===== src/rtl/bless_ni_pkg.sv =====
// rtl/bless_ni_pkg.sv - shared control-word fields, widths and FIFO entry types for bless_ni
package bless_ni_pkg;

    localparam int addr_w    = 4;
    localparam int age_w     = 4;
    localparam int data_w    = 16;
    localparam int control_w = 16;

    // Control word layout: {unused[15:13], age[12:9], src[8:5], dest[4:1], valid[0]}
    localparam int valid_f = 0;
    localparam int dest_f  = 1;
    localparam int src_f   = dest_f + addr_w;
    localparam int age_f   = src_f + addr_w;

    typedef struct packed {
        logic [addr_w-1:0] dest;
        logic [data_w-1:0] data;
    } tx_entry_t;

    typedef struct packed {
        logic [addr_w-1:0] src;
        logic [age_w-1:0]  age;
        logic [data_w-1:0] data;
    } rx_entry_t;

    function automatic logic [control_w-1:0] make_ctrl(
        input logic              valid,
        input logic [addr_w-1:0] dest,
        input logic [addr_w-1:0] src
    );
        logic [control_w-1:0] c;
        c                   = '0;
        c[valid_f]          = valid;
        c[dest_f +: addr_w] = dest;
        c[src_f +: addr_w]  = src;
        return c;
    endfunction

endpackage


===== src/rtl/ni_fifo.sv =====
// rtl/ni_fifo.sv - synchronous FIFO with full/empty flags; a same-edge pop frees a slot for a push
module ni_fifo #(
    parameter int W     = 8,
    parameter int DEPTH = 4
) (
    input  logic         clk,
    input  logic         rst,
    input  logic         push,
    input  logic [W-1:0] push_data,
    input  logic         pop,
    output logic [W-1:0] head,
    output logic         full,
    output logic         empty
);

    localparam int AW = $clog2(DEPTH);

    logic [AW:0]  wp;
    logic [AW:0]  rp;
    logic [W-1:0] mem [DEPTH];
    logic         do_pop;
    logic         do_push;

    assign empty   = (wp == rp);
    assign full    = (wp[AW] != rp[AW]) && (wp[AW-1:0] == rp[AW-1:0]);
    assign do_pop  = pop && !empty;
    assign do_push = push && (!full || do_pop);
    assign head    = mem[rp[AW-1:0]];

    always_ff @(posedge clk or negedge rst) begin
        if (!rst) begin
            wp <= '0;
            rp <= '0;
        end else begin
            if (do_push) wp <= wp + 1'b1;
            if (do_pop)  rp <= rp + 1'b1;
        end
    end

    always_ff @(posedge clk) begin
        if (do_push) mem[wp[AW-1:0]] <= push_data;
    end

endmodule


===== src/rtl/bless_ni.sv =====
// rtl/bless_ni.sv - node interface for the bufferless deflection router local port; optional stats via BLESS_NI_STATS_EN
module bless_ni
    import bless_ni_pkg::*;
#(
    parameter logic [addr_w-1:0] addr     = 4'b0101,
    parameter int                TX_DEPTH = 4,
    parameter int                RX_DEPTH = 4
) (
    input  logic                 clk,
    input  logic                 rst,
    input  logic                 tx_valid,
    output logic                 tx_ready,
    input  logic [addr_w-1:0]    tx_dest,
    input  logic [data_w-1:0]    tx_data,
    input  logic                 port4_ready,
    output logic [control_w-1:0] port4_ci,
    output logic [data_w-1:0]    port4_di,
    input  logic [control_w-1:0] port4_co,
    input  logic [data_w-1:0]    port4_do,
    output logic                 rx_valid,
    input  logic                 rx_ready,
    output logic [addr_w-1:0]    rx_src,
    output logic [age_w-1:0]     rx_age,
    output logic [data_w-1:0]    rx_data,
    output logic [7:0]           drop_cnt,
    output logic                 misroute,
    output logic [15:0]          inj_cnt,
    output logic [15:0]          ej_cnt,
    output logic [15:0]          stall_cnt
);

    tx_entry_t         tx_in;
    tx_entry_t         tx_head;
    logic              tx_full;
    logic              tx_empty;
    logic              ready_q;
    logic              inject;

    rx_entry_t         rx_in;
    rx_entry_t         rx_head;
    logic              rx_full;
    logic              rx_empty;
    logic              rx_pop;
    logic              rx_drop;

    logic              ej;
    logic              al_valid;
    logic [addr_w-1:0] al_src;
    logic [age_w-1:0]  al_age;
    logic              unused_ctrl;

    // ready_q keeps tx_ready low throughout reset and for the edge it is released on
    assign tx_ready = ready_q && !tx_full;
    assign tx_in    = '{dest: tx_dest, data: tx_data};
    assign inject   = !tx_empty && port4_ready;
    assign port4_ci = tx_empty ? '0 : make_ctrl(inject, tx_head.dest, addr);
    assign port4_di = tx_empty ? '0 : tx_head.data;

    ni_fifo #(.W($bits(tx_entry_t)), .DEPTH(TX_DEPTH)) u_tx_fifo (
        .clk       (clk),
        .rst       (rst),
        .push      (tx_valid && tx_ready),
        .push_data (tx_in),
        .pop       (inject),
        .head      (tx_head),
        .full      (tx_full),
        .empty     (tx_empty)
    );

    assign ej          = port4_co[valid_f];
    assign unused_ctrl = ^port4_co[control_w-1:age_f+age_w];

    // Control arrives one cycle ahead of its data; hold src/age until the data shows up
    always_ff @(posedge clk or negedge rst) begin
        if (!rst) begin
            ready_q  <= 1'b0;
            al_valid <= 1'b0;
            al_src   <= '0;
            al_age   <= '0;
            misroute <= 1'b0;
            drop_cnt <= '0;
        end else begin
            ready_q  <= 1'b1;
            al_valid <= ej;
            if (ej) begin
                al_src <= port4_co[src_f +: addr_w];
                al_age <= port4_co[age_f +: age_w];
            end
            if (ej && (port4_co[dest_f +: addr_w] != addr)) misroute <= 1'b1;
            if (rx_drop && (drop_cnt != 8'hFF))             drop_cnt <= drop_cnt + 8'd1;
        end
    end

    assign rx_in    = '{src: al_src, age: al_age, data: port4_do};
    assign rx_pop   = !rx_empty && rx_ready;
    assign rx_drop  = al_valid && rx_full && !rx_pop;
    assign rx_valid = !rx_empty;
    assign rx_src   = rx_head.src;
    assign rx_age   = rx_head.age;
    assign rx_data  = rx_head.data;

    ni_fifo #(.W($bits(rx_entry_t)), .DEPTH(RX_DEPTH)) u_rx_fifo (
        .clk       (clk),
        .rst       (rst),
        .push      (al_valid),
        .push_data (rx_in),
        .pop       (rx_pop),
        .head      (rx_head),
        .full      (rx_full),
        .empty     (rx_empty)
    );

`ifdef BLESS_NI_STATS_EN
    always_ff @(posedge clk or negedge rst) begin
        if (!rst) begin
            inj_cnt   <= '0;
            ej_cnt    <= '0;
            stall_cnt <= '0;
        end else begin
            if (inject && (inj_cnt != 16'hFFFF))                          inj_cnt   <= inj_cnt + 16'd1;
            if (ej && (ej_cnt != 16'hFFFF))                               ej_cnt    <= ej_cnt + 16'd1;
            if (!tx_empty && !port4_ready && (stall_cnt != 16'hFFFF))     stall_cnt <= stall_cnt + 16'd1;
        end
    end
`else
    assign inj_cnt   = '0;
    assign ej_cnt    = '0;
    assign stall_cnt = '0;
`endif

endmodule

===== config.mk =====
export PLATFORM = sky130hd
export DESIGN_NAME = bless_ni
export DESIGN_NICKNAME = d
export VERILOG_FILES = /design/src/rtl/bless_ni_pkg.sv /design/src/rtl/ni_fifo.sv /design/src/rtl/bless_ni.sv
export SDC_FILE = /design/constraint.sdc
export NUM_CORES = 1
export LEC_CHECK = 0
export CORE_ASPECT_RATIO = 1.2
export CORE_MARGIN = 2
export CORE_UTILIZATION = 35
export CTS_BUF_LIST = sky130_fd_sc_hd__clkbuf_2 sky130_fd_sc_hd__clkbuf_4 sky130_fd_sc_hd__clkbuf_8
export DETAILED_ROUTE_END_ITERATION = 7
export PLACE_DENSITY = 0.63
export SLEW_MARGIN = 20
export SYNTH_ARGS = -nofsm -noshare
export SYNTH_HDL_FRONTEND = slang
export SYNTH_SLANG_ARGS = --single-unit

===== constraint.sdc =====
create_clock -name clk -period 1.82 [get_ports clk]
set_input_delay 0.546 -clock clk [delete_from_list [all_inputs] [get_ports clk]]
set_output_delay 0.546 -clock clk [all_outputs]
set_load 0.005 [all_outputs]

==> impl_metrics.csv <==
group,metric,value,unit
die,dieArea,25400,µm²
routing,ant_nets,0,
final_layout,area_growth_syn_to_layout,41.8,%
synthesis,synthMuxAreaShare,13.3,%
timing,period_share,140,%
clocking,cts_tree,"built",
timing,tns,-33.70,ns
synthesis,synth.distinct_cells,31,
die,io_pins,172,
clocking,clk_latency,0.51,ns
grt,grt-ovfl-total,0,
die,rows,62,
worst_setup_path,required,1.27,ns
status,status,"finished with violations",
timing,fmax,391,MHz
clocking,cts_buffers,36,
routing,drc,0,
synthesis,yosys_register_bits,207,
worst_setup_path,start_kind,"register",
clocking,cts_max_level,2,
pwr,p_int,14.1,mW
worst_setup_path,cp_data_arrival_time,2.01,ns
min_path,hp-class,"reg -> reg",
placed_design,dp.cells,897,
routing,viasPerCell,4.52,
worst_setup_path,path_cells,"buf_6, xnor2_4, nand3b_1, buf_6, clkbuf_16, and2_4, buf_6",
routing,vias,4603,
timing,drv_slew,0,
synthesis,synth_top_family_by_area,"multiplexers",
die,initial_core_util,35.5,%
placed_design,gp_congestion,0.706,
pwr,p_per_area,1640,nW/µm²
flow_run,drv_cap,0,
synthesis,synth.area.top_cells,"edfxtp_1, mux4_2, dfrtp_1",
grt,grt_max_degree,25,
worst_setup_path,slowest_stage,"dfrtp_2",
timing,hold_viol_final,0,
synthesis,syn_area_per_cell,19.5,µm²
status,violations,"setup timing",
die,die_y,174,µm
worst_setup_path,worstPathMaxFanout,5,
pwr,clkPwrFrac,21.4,%
final_layout,mostFrequentLayoutCell,"edfxtp_1",
routing,drt-total-wl,18600,µm
synthesis,synth_compound_area_share,0.474,%
final_layout,design_area,12000,µm²
pwr,irDropWorstVdd,0.00122,V
final_layout,mostFrequentLayoutCells,"edfxtp_1, buf_6, conb_1, clkdlybuf4s50_1, mux4_2",
final_layout,drive_above_1_share,45.6,%
routing,drt_first_iter_violations,141,
routing,wire_per_inst,18.2,µm
synthesis,synthCells,433,
grt,track_usage,14.4,%
timing,skew,0.0174,ns
worst_setup_path,cpPeakStageDelay,0.46,ns
pwr,seqPwrFrac,32.6,%
grt,grt_pass1_vias,5093,
synthesis,synth_area,8450,µm²
grt,grt_first_pass_wirelength,28300,µm
routing,drtPass1Iterations,4,
placed_design,placed_area,10300,µm²
synthesis,ys_warn_count,0,
worst_setup_path,end_kind,"output port",
clocking,clockBufferDepth,3,
synthesis,yosys.area_share.xor_xnor,2.35,%
synthesis,synthSimpleGateAreaFrac,3.95,%
die,fp.coreArea,23800,µm²
clocking,clk_pin_slew_worst_paths,0.07,ns
synthesis,synth.top_cell.area_share,62.5,%
pwr,finalPower,19.7,mW
worst_setup_path,critPathKind,"reg -> out",
grt,antenna_found_initial,1,
final_layout,final_nets,738,
clocking,cts_root_buf,"clkbuf_8",
die,fp.dieW,146,µm
pwr,sw_frac_of_total,28.4,%
timing,final.min_clock_period,2.55,ns
synthesis,synthAdderAreaFrac,1.63,%
pwr,p_sw,5.59,mW
final_layout,layoutNonFillerInstCount,1019,
timing,final-setup-viol-count,141,
timing,rsz0062_at_grt,"yes",
pwr,p_leak,4.61,nW
worst_setup_path,crit_top_cell,"buf_6",
synthesis,ys_seq_area_share,71.7,%
timing,fin_ws,-0.735,ns
clocking,clkSinkCount,207,
placed_design,dp_hpwl,10700,µm
pwr,comb_power_share,46.0,%
placed_design,post-place-ws,-0.485,ns
placed_design,io_buffers,111,
synthesis,synth_top_cell_by_area,"edfxtp_1",
==> final timing paths <==
path	startpoint	end	slack, ns	depth (start not counted)
min reg2reg	misroute	misroute	0.45	1
min in group asynchronous	rst	al_src[2]	0.55	2
max in group asynchronous	rst	u_tx_fifo.rp[0]	0.79	3
max	u_tx_fifo.rp[0]	port4_di[2]	-0.73	7
max reg2reg	u_rx_fifo.rp[0]	u_rx_fifo.mem[2][23]	-0.09	7
min	misroute	misroute	0.45	1
==> registers in the layout (all words and copies together), names as in the netlist <==
register       flops
al_age             4
u_tx_fifo.wp       3
u_tx_fifo.mem     80
al_src             4
u_rx_fifo.mem     96
drop_cnt           8
u_rx_fifo.wp       3
u_tx_fifo.rp       3
al_valid           1
ready_q            1
misroute           1
u_rx_fifo.rp       3
==> area by class of cell <==
| class | count | area [µm²] |
|---|---|---|
| antenna | 1 | 2.50 |
| clock buffer | 48 | 592 |
| clock inverter | 18 | 131 |
| fill | 2007 | 11800 |
| inverter | 6 | 22.5 |
| multi-input combinational | 203 | 2320 |
| sequential | 207 | 6070 |
| tap | 320 | 400 |
| timing repair buffer | 216 | 2450 |
==> critical path, delay by kind of cell (launching register included) <==
kind	cells	cell delay, ns
and+or+nand+nor	2	0.32
xor gates and xnor gates	1	0.15
DFF	1	0.46
buffers and inverters	4	0.58
==> kinds of logic after synthesis <==
logic type,count (synthesis)
compound gates,5
buf+inv,79
mux,56
xor+xnor,21
other cells,2
fa+ha+maj,11
simple gates,52
flops,207
==> layer usage <==
layer  share of wire, %  vias to the layer above  GRT usage [%]
met4                2.5                        0           4.66
met1                 39                     2359           16.5
met2                 54                      157           25.9
met3                5.1                       38           3.94
met5                  0                        -              0
li1                   -                     2049              -
==> through the flow <==
| stage | hold slack, ns | utilization, % |
|---|---|---|
| after floorplan | 0.250 | - |
| after global placement | 0.446 | 43.1 |
| after detailed placement | 0.448 | 43.1 |
| after CTS | 0.460 | 49.4 |
| after global routing | 0.502 | 50.3 |
| final | 0.454 | 50.3 |
==> repair_timing <==
action                                  in CTS  in global routing
cloned                                       6                 11
buffers inserted                            50                 14
pin swaps                                   40                 18
endpoints found under the setup margin      77                241
hold buffers                                 1                  0
endpoints found under the hold margin       17                  0
gates resized for setup                    306                 46
==> synth_stat cells <==
cell type / number
nand2_1: 6
buf_4: 59
inv_1: 6
edfxtp_1: 176
nand3b_1: 2
nor2_1: 1
mux2_1: 1
a21o_1: 1
buf_6: 3
xnor2_1: 7
a31oi_1: 1
nand3_1: 4
nor3_1: 3
buf_2: 4
xor2_1: 12
nand4b_2: 1
xnor2_2: 2
conb_1: 2
nand4bb_1: 1
nand4_1: 2
o21ai_2: 1
and2_1: 25
dfrtp_1: 31
nor4_2: 3
mux4_2: 44
and3_1: 4
mux2_2: 11
a31oi_2: 1
ha_1: 11
o21ai_0: 1
clkbuf_1: 7
==> power groups by stage <==
stage | Clock, mW | Sequential (mW) | Combinational [mW]
floorplan | 0 | 6.44 | 3.18
global placement | 0 | 6.46 | 6.56
detailed placement | 0 | 6.51 | 6.65
CTS | 4.37 | 6.42 | 8.77
global route | 4.60 | 6.49 | 9.66
finish | 4.22 | 6.43 | 9.06
Power figures use the tool's default switching activity.
